==> config.mk <==
export PLATFORM = sky130hd
export DESIGN_NAME = mipi_hs_lane_aligner
export DESIGN_NICKNAME = d
export VERILOG_FILES = /design/src/rtl/mipi_dsi_pkg.sv /design/src/rtl/mipi_lane_byte_align.sv /design/src/rtl/mipi_hs_lane_aligner.sv
export SDC_FILE = /design/constraint.sdc
export NUM_CORES = 1
export LEC_CHECK = 0
export ABC_AREA = 1
export CORE_MARGIN = 3
export CORE_UTILIZATION = 50
export DETAILED_ROUTE_END_ITERATION = 8
export PLACE_DENSITY = 0.81
export SLEW_MARGIN = 20
export SYNTH_ARGS = -nofsm -noshare
export SYNTH_HDL_FRONTEND = slang
export SYNTH_HIERARCHICAL = 1
export SYNTH_SLANG_ARGS = --single-unit
export TNS_END_PERCENT = 10
==> constraint.sdc <==
create_clock -name div_clk -period 6.7 [get_ports div_clk]
set_input_delay 0.67 -clock div_clk [delete_from_list [all_inputs] [get_ports div_clk]]
set_output_delay 0.67 -clock div_clk [all_outputs]
set_load 0.1 [all_outputs]
==> src/rtl/mipi_dsi_pkg.sv <==
// Shared definitions for the MIPI D-PHY HS receive path: lane count,
// default sync pattern and the lane aligner state encoding.
package mipi_dsi_pkg;
  localparam int NUM_LANES = 4;
  localparam logic [7:0] SYNC_BYTE_DEF = 8'hB8;

  typedef enum logic [1:0] {
    ST_IDLE  = 2'd0,
    ST_HUNT  = 2'd1,
    ST_BURST = 2'd2
  } hs_state_e;
endpackage

==> src/rtl/mipi_lane_byte_align.sv <==
// One data lane: 16-bit window, sync offset search, lock capture and the
// deskew shift buffer feeding the registered output byte.
module mipi_lane_byte_align import mipi_dsi_pkg::*; #(
  parameter logic [7:0] SYNC_BYTE = SYNC_BYTE_DEF,
  parameter int MAX_SKEW = 3,
  parameter int CW = 5,
  parameter int DW = 2
) (
  input  logic          div_clk,
  input  logic          rst_n,
  input  logic          clr,
  input  logic          hunt,
  input  logic [CW-1:0] cyc,
  input  logic [7:0]    ddr_bits,
  input  logic [DW-1:0] dly,
  input  logic          load,
  output logic          lock_now,
  output logic [CW-1:0] lock_cyc,
  output logic [7:0]    buf_byte
);
  logic [7:0]  prev_q;
  logic [15:0] win;
  logic        hit, found, locked_q;
  logic [2:0]  hit_ofs, ofs_q;
  logic [CW-1:0] cyc_q;
  logic [7:0]  aligned, tap;
  logic [MAX_SKEW-1:0][7:0] sr_q;

  assign win = {ddr_bits, prev_q};

  // Descending scan so the lowest matching offset is the one left standing.
  always_comb begin
    hit = 1'b0;
    hit_ofs = '0;
    for (int k = 7; k >= 0; k--)
      if (win[k +: 8] == SYNC_BYTE) begin
        hit = 1'b1;
        hit_ofs = 3'(k);
      end
  end

  assign found    = hunt && !locked_q && hit;
  assign lock_now = locked_q || found;
  assign lock_cyc = locked_q ? cyc_q : cyc;
  assign aligned  = win[ofs_q +: 8];

  // The live aligned byte is tap 0; sr_q supplies taps 1..MAX_SKEW.
  always_comb begin
    tap = aligned;
    for (int j = 1; j <= MAX_SKEW; j++)
      if (int'(dly) == j) tap = sr_q[j-1];
  end

  always_ff @(posedge div_clk or negedge rst_n) begin
    if (!rst_n) begin
      prev_q   <= '0;
      locked_q <= 1'b0;
      ofs_q    <= '0;
      cyc_q    <= '0;
      sr_q     <= '0;
      buf_byte <= '0;
    end else begin
      prev_q <= ddr_bits;
      if (clr) begin
        locked_q <= 1'b0;
        ofs_q    <= '0;
        cyc_q    <= '0;
      end else if (found) begin
        locked_q <= 1'b1;
        ofs_q    <= hit_ofs;
        cyc_q    <= cyc;
      end
      sr_q[0] <= aligned;
      for (int j = 1; j < MAX_SKEW; j++) sr_q[j] <= sr_q[j-1];
      buf_byte <= load ? tap : 8'h00;
    end
  end
endmodule

==> src/rtl/mipi_hs_lane_aligner.sv <==
// Four-lane HS byte aligner/deskewer: per-lane align units plus the
// IDLE/HUNT/BURST controller that gates the payload onto the outputs.
module mipi_hs_lane_aligner import mipi_dsi_pkg::*; #(
  parameter logic [7:0] SYNC_BYTE = SYNC_BYTE_DEF,
  parameter int HUNT_TIMEOUT = 16,
  parameter int MAX_SKEW = 3
) (
  input  logic       div_clk,
  input  logic       rst_n,
  input  logic       lane_lp_idle,
  input  logic [7:0] ddr_bits_lane0,
  input  logic [7:0] ddr_bits_lane1,
  input  logic [7:0] ddr_bits_lane2,
  input  logic [7:0] ddr_bits_lane3,
  output logic [7:0] ddr_bits_lane0_buf,
  output logic [7:0] ddr_bits_lane1_buf,
  output logic [7:0] ddr_bits_lane2_buf,
  output logic [7:0] ddr_bits_lane3_buf,
  output logic       hs_burst_flag,
  output logic       sync_err
);
  localparam int CW = $clog2(HUNT_TIMEOUT + 1);
  localparam int DW = (MAX_SKEW > 1) ? $clog2(MAX_SKEW + 1) : 1;
  localparam logic [CW-1:0] TO_LAST  = CW'(HUNT_TIMEOUT - 1);
  localparam logic [CW-1:0] SKEW_LIM = CW'(MAX_SKEW);

  hs_state_e state_q, state_d;
  logic [CW-1:0] hunt_cnt_q, cyc_max, cyc_min;
  logic armed_q, flag_q, err_q, err_d, spread_bad, load;
  logic [NUM_LANES-1:0] lock_now;
  logic [NUM_LANES-1:0][CW-1:0] lock_cyc;
  logic [NUM_LANES-1:0][DW-1:0] dly;
  logic [NUM_LANES-1:0][7:0] ddr, buf_bytes;

  assign ddr = {ddr_bits_lane3, ddr_bits_lane2, ddr_bits_lane1, ddr_bits_lane0};
  assign ddr_bits_lane0_buf = buf_bytes[0];
  assign ddr_bits_lane1_buf = buf_bytes[1];
  assign ddr_bits_lane2_buf = buf_bytes[2];
  assign ddr_bits_lane3_buf = buf_bytes[3];
  assign hs_burst_flag = flag_q;
  assign sync_err      = err_q;
  assign load = (state_q == ST_BURST) && !lane_lp_idle;

  mipi_lane_byte_align #(
    .SYNC_BYTE(SYNC_BYTE), .MAX_SKEW(MAX_SKEW), .CW(CW), .DW(DW)
  ) u_lane [NUM_LANES-1:0] (
    .div_clk  (div_clk),
    .rst_n    (rst_n),
    .clr      (state_q == ST_IDLE),
    .hunt     (state_q == ST_HUNT),
    .cyc      (hunt_cnt_q),
    .ddr_bits (ddr),
    .dly      (dly),
    .load     (load),
    .lock_now (lock_now),
    .lock_cyc (lock_cyc),
    .buf_byte (buf_bytes)
  );

  // Lock-cycle spread over the lanes locked so far; in BURST these are the
  // held values, so the per-lane delays stay constant for the whole burst.
  always_comb begin
    cyc_max = '0;
    cyc_min = '1;
    for (int i = 0; i < NUM_LANES; i++)
      if (lock_now[i]) begin
        if (lock_cyc[i] > cyc_max) cyc_max = lock_cyc[i];
        if (lock_cyc[i] < cyc_min) cyc_min = lock_cyc[i];
      end
    spread_bad = (|lock_now) && ((cyc_max - cyc_min) > SKEW_LIM);
    for (int i = 0; i < NUM_LANES; i++) dly[i] = DW'(cyc_max - lock_cyc[i]);
  end

  // A new hunt needs an LP-11 sample since the last hunt (or reset), so a
  // failed hunt never retriggers while the lanes stay in HS.
  always_comb begin
    state_d = state_q;
    err_d   = 1'b0;
    case (state_q)
      ST_IDLE:  if (armed_q && !lane_lp_idle) state_d = ST_HUNT;
      ST_HUNT: begin
        if (lane_lp_idle) state_d = ST_IDLE;
        else if (&lock_now && !spread_bad) state_d = ST_BURST;
        else if (spread_bad || hunt_cnt_q == TO_LAST) begin
          state_d = ST_IDLE;
          err_d   = 1'b1;
        end
      end
      ST_BURST: if (lane_lp_idle) state_d = ST_IDLE;
      default:  state_d = ST_IDLE;
    endcase
  end

  always_ff @(posedge div_clk or negedge rst_n) begin
    if (!rst_n) begin
      state_q    <= ST_IDLE;
      hunt_cnt_q <= '0;
      armed_q    <= 1'b0;
      flag_q     <= 1'b0;
      err_q      <= 1'b0;
    end else begin
      state_q    <= state_d;
      hunt_cnt_q <= (state_q == ST_HUNT) ? hunt_cnt_q + 1'b1 : '0;
      if (lane_lp_idle) armed_q <= 1'b1;
      else if (state_q != ST_IDLE) armed_q <= 1'b0;
      flag_q <= load;
      err_q  <= err_d;
    end
  end
endmodule
==> results by group <==
Run status
  • Status: complete, no violations

STA
  • Max-slew violation count: 0
  • Setup Skew: 15.1 ps
  • Worst-Margin Slew: 1060 ps
  • Setup ws final: 414 ps
  • Final hold vios: 0
  • Setup TNS: 0 ps
  • Setup violators final: 0
  • Slew HR: 0.293
  • Fmax: 159 MHz
  • Final Critical Period: 6290 ps
  • Tcrit/Tclk final: 0.938

Critical path
  • Largest stage delay, worst path: 490 ps
  • Reg-to-reg critical path endpoint: state_q[1]
  • Worst Setup End Kind: flip-flop
  • R2R Setup Slk: 460 ps
  • CP required: 7100 ps
  • Peak fanout along the critical path: 8
  • CP Data Arrival Time: 6690 ps
  • Critical setup path kind: input port to flip-flop
  • Slowest-stage cell, CP: clkdlybuf4s50_1
  • Worst-case reg-to-reg path depth: 42
  • Startpoint types: input port
  • RR Startpoint: state_q[1]

Drt
  • Detailed-route DRC error count: 0
  • Via count: 10300
  • Iter 0 DRT Violations: 759
  • TritonRoute pass-1 iters: 6
  • Total Wirelength: 27200 um
  • DRT antenna net count: 0
  • Via/cell ratio: 5.21
  • DR WL/cell: 13.7 um

Final layout
  • Layout cells sized above 1: 0.172
  • Ant diodes: 0
  • Post-layout nets: 1729
  • Post-route insts no fill: 1983
  • Area Growth Syn to Fin: 20.0%

Global routing
  • Largest net degree at the start of global routing: 77
  • Vias in the first global route: 9991
  • Total GRT Usage: 0.211
  • Initial antenna violation count: 0
  • First-pass GRT wire length: 46300 um
  • Gr ovfl total: 0

Logic synthesis
  • Synth Area in Simple Gates: 0.336
  • Post-synth top area share: 0.438
  • Number of enable flip-flop cells after synthesis: 0
  • Post-Syn Nets: 1586
  • Synth cell count leaders: nand2_1, dfrtp_1, inv_1
  • Dominant cell type by area after synthesis: dfrtp_1
  • Largest family of logic cells by synthesized area: simple AND/OR/NAND/NOR gates
  • Synth cell types: 39
  • Register area share after synthesis: 0.438
  • Post-synthesis compound-gate area fraction: 0.102
  • Top post-synthesis cells by area: dfrtp_1, nand2_1, inv_1
  • Post-Syn Instances: 1513
  • Asr flop ratio synth: 1.00
  • Post-Syn Area per Cell: 7.78 um2
  • Yosys warnings: 6
  • Post-Syn Area: 11800 um2
  • Predominant post-synthesis flop cell: dfrtp_1
  • Synth Area in XOR/XNOR: 0.00744
  • Post-synthesis mux area share: 0
  • Synth Area in Adders: 0.0410
  • Synth Register Bits: 206
  • Count leader, synth: nand2_1

Clock tree
  • # clock sinks: 206
  • Clock Latency Late Sink: 510 ps
  • CTS tree: done
  • Clk buf depth: 3
  • Clock transition at path regs: 60 ps
  • Root buffer cell: clkbuf_16
  • H-tree depth: 1
  • Hold Buf Count CTS: 0
  • CTS Buf Count: 23

Floorplan
  • Die width: 159 um
  • Total core area: 22900 um2
  • Die Area: 25400 um2
  • # IOs: 69
  • Starting density of the core: 0.514
  • Die height: 159 um
  • FP Rows: 55

Pwr
  • Internal: 2.35 mW
  • Gate power share: 0.194
  • Sequential share of power: 0.402
  • Switch Pwr: 0.928 mW
  • Post-layout power: 3.28 mW
  • P_leak: 7.15 nW
  • PD cells: 232 nW/um2
  • Clock group share of total power: 0.404
  • Switching part of the total: 0.283
  • IR drop worst, VDD: 0.161 mV

Run
  • Max-cap violations: 0

Placement
  • RePlAce Congestion: 0.915
  • Place WS: -541 ps
  • Dpl cells: 1941
  • Post-DP HPWL: 19600 um
  • Port Buf Inserts: 68

Hold path
  • Worst min path class: input port to asynchronous set/reset pin
cell usage in the layout (no fill, tap or decap), types with 17 or more instances in the layout:
| cell type | synthesis | layout |
|---|---|---|
| a21oi_1 | 74 | 71 |
| buf_4 | 12 | 90 |
| clkbuf_16 | 0 | 23 |
| clkdlybuf4s50_1 | 0 | 62 |
| dfrtp_1 | 206 | 206 |
| ha_1 | 37 | 37 |
| inv_1 | 129 | 128 |
| inv_2 | 35 | 36 |
| nand2_1 | 504 | 503 |
| nand2_2 | 28 | 28 |
| nand3_1 | 82 | 81 |
| nand3_2 | 38 | 38 |
| nand4_1 | 43 | 43 |
| nor2_1 | 104 | 103 |
| o211ai_1 | 17 | 17 |
| o21ai_0 | 57 | 46 |
| o21ai_1 | 37 | 43 |
flip-flops by register name, summed over array words and instances (netlist names):
name	count
u_lane/cyc_q	20
u_lane/prev_q	32
armed_q	1
state_q	2
u_lane/ofs_q	12
sync_err	1
u_lane/buf_byte	32
hunt_cnt_q	5
u_lane/sr_q	96
hs_burst_flag	1
u_lane/locked_q	4
power by group through the flow:
stage / clock [mW] / sequential [mW] / combinational (mW)
after global placement: 0 / 1.34 / 0.612
final: 1.33 / 1.32 / 0.637
after global routing: 1.41 / 1.32 / 0.714
after floorplan: 0 / 1.33 / 0.385
after detailed placement: 0 / 1.34 / 0.625
after CTS: 1.35 / 1.32 / 0.629
metrics by stage:
| step | hold slack, ps | utilization | cell area [um2] |
|---|---|---|---|
| CTS | 192 | 0.612 | 14000 |
| finish | 179 | 0.617 | 14100 |
| detailed placement | 358 | 0.577 | 13200 |
| global placement | 351 | 0.577 | 13200 |
| global route | 219 | 0.617 | 14100 |
| floorplan | 349 | - | 11800 |
worst max-delay path by stage:
stage                     slack (ps)  depth (start not counted)              start                    end
after floorplan                  420                         41         state_q[1]               sync_err
after global routing            -130                         45  ddr_bits_lane0[5]  u_lane[1]/buf_byte[4]
final                            410                         47  ddr_bits_lane0[5]             state_q[1]
after CTS                         50                         45  ddr_bits_lane0[0]  u_lane[1]/buf_byte[4]
after detailed placement        -540                         43  ddr_bits_lane0[0]  u_lane[1]/buf_byte[4]
after global placement          -200                         41  ddr_bits_lane0[0]  u_lane[2]/buf_byte[0]
routing by layer:
metal | share of wire | vias to the layer above | routed length, um | track usage
met5 | 0 | - | 0 | 0
met4 | 0.018 | 0 | 498 | 0.0541
met3 | 0.044 | 43 | 1180 | 0.0278
met2 | 0.50 | 228 | 13500 | 0.369
met1 | 0.44 | 4870 | 12000 | 0.278
li1 | - | 5200 | - | -
area by class of cell:
cell class                 count  area (um2)
fill                        1939        8790
multi-input combinational   1103        5790
sequential                   206        5150
timing repair buffer         158        1370
clock buffer                  28         634
inverter                     164         616
tap                          313         392
clock inverter                11         165
kinds of logic (layout without fill, tap and decap cells):
kind of cell / Yosys count / after routing
AOI/OAI and AO/OA: 211 / 211
xor gates and xnor gates: 10 / 10
adders and majority gates: 38 / 38
buffers and inverters: 204 / 361
DFF: 206 / 206
and+or+nand+nor: 844 / 844
critical path, delay by kind of cell:
kind            cells  cell delay [ps]
compound gates      8             1550
simple gates       26             2110
fa+ha+maj           4             1070
buf+inv             9             1280
timing repair:
action / CTS / global route
endpoints found under the setup margin: 11 / 35
buffers inserted: 0 / 3
resized for setup: 1 / 32
cloned: 0 / 0
pin swaps: 0 / 9
(Power assumes the default switching activity.)
